--- src/rtl/key_schedule_ctrl_if.sv ---
// Round-key streaming bundle for key_schedule_ctrl: start/key request in, round keys out.
// Handshake: a round key moves when rk_valid and rk_ready are both 1 at a rising clk edge; while rk_valid is 1, rk_out/rk_round stay stable until that edge.
interface key_schedule_ctrl_if;
    logic         start;
    logic [128:1] key_in;
    logic         rk_valid;
    logic         rk_ready;
    logic [128:1] rk_out;
    logic [4:1]   rk_round;
    logic         busy;
    logic         done;

    modport master (
        output start, key_in, rk_ready,
        input  rk_valid, rk_out, rk_round, busy, done
    );

    modport slave (
        input  start, key_in, rk_ready,
        output rk_valid, rk_out, rk_round, busy, done
    );
endinterface

--- src/rtl/key_schedule_ctrl.sv ---
// AES-128 key expansion streamed one round key per handshake (rounds 0..10).
// Optional macro KEY_STORE_EN adds an 11-entry round-key store with a combinational read port.
module key_schedule_ctrl (
    input  logic                clk,
    input  logic                rst,
    key_schedule_ctrl_if.slave  ks,
    output logic [1:0]          dbg_state
`ifdef KEY_STORE_EN
    ,
    input  logic [4:1]          rd_round,
    output logic [128:1]        rd_key
`endif
);
    typedef enum logic [1:0] {
        S_IDLE   = 2'd0,
        S_EXPAND = 2'd1,
        S_DONE   = 2'd2
    } state_t;

    localparam logic [0:255][7:0] SBOX = {
        128'h637c777bf26b6fc53001672bfed7ab76, 128'hca82c97dfa5947f0add4a2af9ca472c0,
        128'hb7fd9326363ff7cc34a5e5f171d83115, 128'h04c723c31896059a071280e2eb27b275,
        128'h09832c1a1b6e5aa0523bd6b329e32f84, 128'h53d100ed20fcb15b6acbbe394a4c58cf,
        128'hd0efaafb434d338545f9027f503c9fa8, 128'h51a3408f929d38f5bcb6da2110fff3d2,
        128'hcd0c13ec5f974417c4a77e3d645d1973, 128'h60814fdc222a908846eeb814de5e0bdb,
        128'he0323a0a4906245cc2d3ac629195e479, 128'he7c8376d8dd54ea96c56f4ea657aae08,
        128'hba78252e1ca6b4c6e8dd741f4bbd8b8a, 128'h703eb5664803f60e613557b986c11d9e,
        128'he1f8981169d98e949b1e87e9ce5528df, 128'h8ca1890dbfe6426841992d0fb054bb16
    };

    state_t       state;
    logic         advance;
    logic [31:0]  w0, w1, w2, w3, rot, sub, w4, w5, w6, w7;
    logic [7:0]   rcon;
    logic [128:1] next_key;
    logic [3:0]   next_idx;

    assign advance   = ks.rk_valid && ks.rk_ready;
    assign dbg_state = state;
    assign next_idx  = ks.rk_round + 4'd1;

    // One g-function plus the XOR chain, fed straight from the registered current key.
    assign w0  = ks.rk_out[128:97];
    assign w1  = ks.rk_out[96:65];
    assign w2  = ks.rk_out[64:33];
    assign w3  = ks.rk_out[32:1];
    assign rot = {w3[23:0], w3[31:24]};
    assign sub = {SBOX[rot[31:24]], SBOX[rot[23:16]], SBOX[rot[15:8]], SBOX[rot[7:0]]};
    assign w4  = w0 ^ sub ^ {rcon, 24'h0};
    assign w5  = w1 ^ w4;
    assign w6  = w2 ^ w5;
    assign w7  = w3 ^ w6;
    assign next_key = {w4, w5, w6, w7};

    // Rcon indexed by the round being produced, i.e. current round + 1.
    always_comb begin
        rcon = 8'h00;
        case (ks.rk_round)
            4'd0: rcon = 8'h01;
            4'd1: rcon = 8'h02;
            4'd2: rcon = 8'h04;
            4'd3: rcon = 8'h08;
            4'd4: rcon = 8'h10;
            4'd5: rcon = 8'h20;
            4'd6: rcon = 8'h40;
            4'd7: rcon = 8'h80;
            4'd8: rcon = 8'h1b;
            4'd9: rcon = 8'h36;
            default: rcon = 8'h00;
        endcase
    end

    always_ff @(posedge clk) begin
        if (rst) begin
            state       <= S_IDLE;
            ks.rk_valid <= 1'b0;
            ks.busy     <= 1'b0;
            ks.done     <= 1'b0;
            ks.rk_round <= 4'd0;
            ks.rk_out   <= '0;
        end else begin
            case (state)
                S_IDLE: begin
                    ks.done <= 1'b0;
                    if (ks.start) begin
                        ks.rk_out   <= ks.key_in;
                        ks.rk_round <= 4'd0;
                        ks.rk_valid <= 1'b1;
                        ks.busy     <= 1'b1;
                        state       <= S_EXPAND;
                    end
                end
                S_EXPAND: begin
                    if (advance) begin
                        if (ks.rk_round == 4'd10) begin
                            ks.rk_valid <= 1'b0;
                            ks.busy     <= 1'b0;
                            ks.done     <= 1'b1;
                            state       <= S_DONE;
                        end else begin
                            ks.rk_round <= next_idx;
                            ks.rk_out   <= next_key;
                        end
                    end
                end
                S_DONE: begin
                    ks.done <= 1'b0;
                    state   <= S_IDLE;
                end
                default: state <= S_IDLE;
            endcase
        end
    end

`ifdef KEY_STORE_EN
    logic [128:1] store [0:10];
    logic [10:0]  slot_valid;

    // Only the valid flags reset; data slots are written alongside rk_out loads.
    always_ff @(posedge clk) begin
        if (rst) begin
            slot_valid <= '0;
        end else if (state == S_IDLE && ks.start) begin
            slot_valid <= 11'd1;
        end else if (state == S_EXPAND && advance && ks.rk_round != 4'd10) begin
            slot_valid[next_idx] <= 1'b1;
        end
    end

    always_ff @(posedge clk) begin
        if (state == S_IDLE && ks.start) begin
            store[0] <= ks.key_in;
        end else if (state == S_EXPAND && advance && ks.rk_round != 4'd10) begin
            store[next_idx] <= next_key;
        end
    end

    always_comb begin
        rd_key = '0;
        if (rd_round <= 4'd10 && slot_valid[rd_round]) begin
            rd_key = store[rd_round];
        end
    end
`endif
endmodule

--- src/flat_wrapper.sv ---
// flat-port wrapper written by rule: the top's interface ports become plain ports
module key_schedule_ctrl_flat 
  (clk, rst, dbg_state, ks_start, ks_key_in, ks_rk_ready, ks_rk_valid, ks_rk_out, ks_rk_round, ks_busy, ks_done);
  key_schedule_ctrl_if ks_i ();
  input  logic clk;
  input  logic rst;
  output logic [1:0] dbg_state;
  input wire logic [$bits(ks_i.start)-1:0] ks_start;
  input wire logic [$bits(ks_i.key_in)-1:0] ks_key_in;
  input wire logic [$bits(ks_i.rk_ready)-1:0] ks_rk_ready;
  output wire logic [$bits(ks_i.rk_valid)-1:0] ks_rk_valid;
  output wire logic [$bits(ks_i.rk_out)-1:0] ks_rk_out;
  output wire logic [$bits(ks_i.rk_round)-1:0] ks_rk_round;
  output wire logic [$bits(ks_i.busy)-1:0] ks_busy;
  output wire logic [$bits(ks_i.done)-1:0] ks_done;
  assign ks_i.start = ks_start;
  assign ks_i.key_in = ks_key_in;
  assign ks_i.rk_ready = ks_rk_ready;
  assign ks_rk_valid = ks_i.rk_valid;
  assign ks_rk_out = ks_i.rk_out;
  assign ks_rk_round = ks_i.rk_round;
  assign ks_busy = ks_i.busy;
  assign ks_done = ks_i.done;
  key_schedule_ctrl u_core (.clk(clk), .rst(rst), .ks(ks_i), .dbg_state(dbg_state));
endmodule
--- config.mk ---
export PLATFORM = sky130hd
export DESIGN_NAME = key_schedule_ctrl_flat
export DESIGN_NICKNAME = d
export VERILOG_FILES = /design/src/rtl/key_schedule_ctrl_if.sv /design/src/rtl/key_schedule_ctrl.sv /design/src/flat_wrapper.sv
export SDC_FILE = /design/constraint.sdc
export NUM_CORES = 1
export LEC_CHECK = 0
export CAP_MARGIN = 0
export CELL_PAD_IN_SITES_DETAIL_PLACEMENT = 0
export CELL_PAD_IN_SITES_GLOBAL_PLACEMENT = 1
export CORE_MARGIN = 2
export CORE_UTILIZATION = 38
export DETAILED_ROUTE_END_ITERATION = 10
export PLACE_DENSITY = 0.87
export SETUP_SLACK_MARGIN = 0.05
export SYNTH_ARGS = -nofsm -noshare
export SYNTH_HDL_FRONTEND = slang
export SYNTH_SLANG_ARGS = --single-unit
--- constraint.sdc ---
create_clock -name clk -period 3.85 [get_ports clk]
set_clock_uncertainty 0.15 [all_clocks]
set_input_delay 0.77 -clock clk [delete_from_list [all_inputs] [get_ports clk]]
set_output_delay 0.77 -clock clk [all_outputs]
set_load 0.05 [all_outputs]
==> summary.md <==
| Metric | Value |
|---|---|
| PortBufs | `268` |
| Clk pin slew, worst setup/hold paths | `0.08 ns` |
| Antenna-violating nets left | `0` |
| CP startpoint kind | `flip-flop` |
| Syn. warnings | `0` |
| Area after DPL | `0.02834 mm^2` |
| Met3 WL | `13,840 um` |
| Initial DRC Count | `4,023` |
| Fin area | `0.02931 mm^2` |
| Clock Sinks | `144` |
| Die X-Extent | `249.9 um` |
| Crit-path max FO | `14` |
| Met2 Wirelength | `51,400 um` |
| DRC viols | `0` |
| Slew Viols, Final | `0` |
| RSZ-0062 raised after global routing | `no` |
| Worst setup path class | `reg -> reg` |
| Max Used Layer | `met5` |
| CTS max path bufs | `2` |
| Hold_ws | `0.3402 ns` |
| Site Rows | `90` |
| Number of global-route vias before repair | `26,850` |
| DP Wirelength | `87,880 um` |
| Register area share after synthesis | `0.1255` |
| Period Utilization, post-route | `0.9768` |
| Initial antenna violation count | `11` |
| Synth unique cells | `108` |
| Worst Tran Pin Value | `0.7606 ns` |
| WL per Instance | `27.60 um` |
| First-pass GRT wire length | `175,800 um` |
| DR vias/cell | `6.683` |
| CTS Buf Count | `17` |
| Cell Area, Synth | `0.02298 mm^2` |
| Slew Limit Headroom | `0.4893` |
| Die Ht | `249.9 um` |
| Clock Tree Root | `clkbuf_16` |
| Core region area | `0.06002 mm^2` |
| Skew-Pair Late Insertion Delay | `0.51 ns` |
| CP Data Required Time | `4.12 ns` |
| Run status | `complete, no violations` |
| Peak VDD IR | `449.5 uV` |
| Cts hold-fix bufs | `0` |
| FMAX | `265.9 MHz` |
| CTS tree | `yes` |
| Max incr delay on CP | `0.55 ns` |
| Critical-path top delay cell | `mux4_2` |
| Gr ovfl total | `0` |
| Syn Inst Count | `3,232` |
| MaxCap Viol Count | `0` |
| Critical path, cell by cell | `clkinv_2 -> buf_4 -> ha_1 -> buf_12 -> mux2i_1 -> mux2i_1 -> mux4_2 -> mux4_2 -> xor2_4 -> xnor2_1 -> or4_1 -> a31oi_1` |
| Layout cells sized above 1 | `0.1875` |
| Worst Hold Class | `reg -> reg` |
| Crit. End Element | `flip-flop` |
| Main synth FF type | `dfxtp_1` |
| Total negative setup slack | `0 ns` |
| Area delta synth->final | `27.58%` |
| Pwr Total | `0.01792 W` |
| Pin count of the biggest net entering global routing | `118` |
| Detailed Routing Iterations Pass 1 | `6` |
| Met1 WL | `47,760 um` |
| Die area | `0.06245 mm^2` |
| Final setup fails | `0` |
| Total Routed Length | `119,500 um` |
| # fillers | `6,039` |
| Syn Nets | `3,426` |
| Num ports | `269` |
| DR vias | `28,930` |
| Pleak | `10.73 nW` |
| EDFF count, synth | `0` |
| Number of synthesized register bits | `144` |
| WP buf/inv | `3` |
| Pwr Density | `611.5 mW/mm^2` |
| Syn_area_per_cell | `7.109 um^2` |
| GP Congestion | `1.076` |
| H-tree depth | `4` |
| Worst path arrival time | `4.03 ns` |
| Final Hold Vio Count | `0` |
| Total GRT Usage | `0.3662` |
| CP top delay family | `multiplexers` |
| Final net count | `3,722` |
| Initial core utilization | `0.3828` |
| Fin crit period | `3.761 ns` |
| Asr flop ratio synth | `0` |
## final timing paths
| path | slack [ns] | start | cells after the start | to |
|---|---|---|---|---|
| worst min-delay path | 0.34 | u_core.ks.rk_out[84] | 2 | u_core.ks.rk_out[84] |
| worst max register to register | 0.09 | u_core.ks.rk_out[25] | 12 | u_core.ks.rk_out[34] |
| worst min register to register | 0.34 | u_core.ks.rk_out[84] | 2 | u_core.ks.rk_out[84] |
| worst max-delay path | 0.09 | u_core.ks.rk_out[25] | 12 | u_core.ks.rk_out[34] |
## registers in the layout, indices dropped and copies added (netlist names)
register,count
u_core.ks.rk_round,4
u_core.rcon,8
u_core.ks.done,1
u_core.dbg_state,2
u_core.ks.rk_out,128
u_core.ks.rk_valid,1
## cell type report
cell class | instances | area, um^2 | area share
antenna | 5 | 12.51 | 0.0004268
clock buffer | 18 | 429.2 | 0.01464
clock inverter | 14 | 191.4 | 0.006531
inverter | 53 | 210.2 | 0.007171
multi-input combinational | 2654 | 18480 | 0.6303
sequential | 144 | 2944 | 0.1004
tap | 782 | 978.4 | 0.03338
timing repair buffer | 658 | 6071 | 0.2071
## cells in the final DEF (no fill, tap or decap), types with 22 or more instances in the layout
cell and count:
o21ai_0 246, and3_1 26, inv_1 40, xor2_1 33, nor2b_1 68, a21oi_1 229, a221oi_1 22, o21a_1 23
xnor2_1 73, or4_1 25, o311ai_0 38, nand2_1 254, mux4_2 71, nor2_1 267, mux2i_1 42, ha_1 52
nand3_1 109, a21o_1 36, nor3_1 118, nand2b_1 97, dfxtp_1 123, o31ai_1 31, and2_1 36, buf_12 35
or2_2 27, a41oi_1 22, a31oi_1 83, a22oi_1 30, clkdlybuf4s50_1 267, buf_4 353, a311oi_1 34, o211ai_1 43
a211oi_1 52
## report_power, final
group,switching (W),internal (W),leakage [nW]
clock network,0.000896,0.00104,0.307
logic,0.00816,0.00565,9.23
registers,0.000456,0.00172,1.20
## through the flow
step,util,setup slack [ns],instances
floorplan,-,0.03433,3232
global placement,0.4722,-0.2035,4285
detailed placement,0.4722,-0.09650,4285
CTS,0.4827,0.05138,4317
global route,0.4883,0.05009,4327
finish,0.4884,0.08932,4328
## tightest hold or removal path, cell delays in order, from the launching register on
cell and delay [ns]:
dfxtp_1 0.34, nand2_1 0.06, a21oi_1 0.05
## Yosys cell counts (30+ instances only)
cell | number | area (um^2)
o311ai_0 | 39 | 341.6
mux4_2 | 71 | 1599
a21o_1 | 37 | 277.8
xor2_1 | 37 | 324.1
o31ai_1 | 32 | 240.2
a211oi_1 | 53 | 397.9
xnor2_1 | 74 | 648.1
mux2i_1 | 47 | 470.5
o21ai_0 | 250 | 1251
and2_1 | 39 | 244.0
a22oi_1 | 30 | 225.2
o211ai_1 | 43 | 322.8
a21oi_1 | 230 | 1151
dfxtp_1 | 144 | 2883
a311oi_1 | 34 | 297.8
inv_1 | 41 | 153.9
clkbuf_1 | 210 | 788.3
nor2b_1 | 72 | 450.4
nand2_1 | 255 | 957.2
a31oi_1 | 84 | 525.5
nand2b_1 | 98 | 613.1
nor3_1 | 118 | 590.6
nor2_1 | 270 | 1013
buf_2 | 114 | 570.6
ha_1 | 62 | 775.7
nand3_1 | 109 | 545.5
## cells by family after synthesis
logic type | after synthesis | share of synthesized area
AO/OA/AOI/OAI | 1162 | 0.3475
XOR/XNOR | 126 | 0.05462
adder cells (fa/ha/maj) | 64 | 0.03463
buffers and inverters | 434 | 0.08457
flip-flops | 144 | 0.1255
multiplexers | 136 | 0.09889
AND/OR/NAND/NOR | 1166 | 0.2543
## layer usage
layer	global-route usage	vias up
met5	0	-
met4	0.1792	12
met3	0.09981	390
met2	0.5492	1896
met1	0.4826	13830
li1	-	12790
## timing repair
action,4_1_cts,5_1_grt
setup buffers,0,6
gates resized for setup,3,56
pin swaps,0,6
setup endpoints to repair,2,46
(Power assumes the default switching activity.)
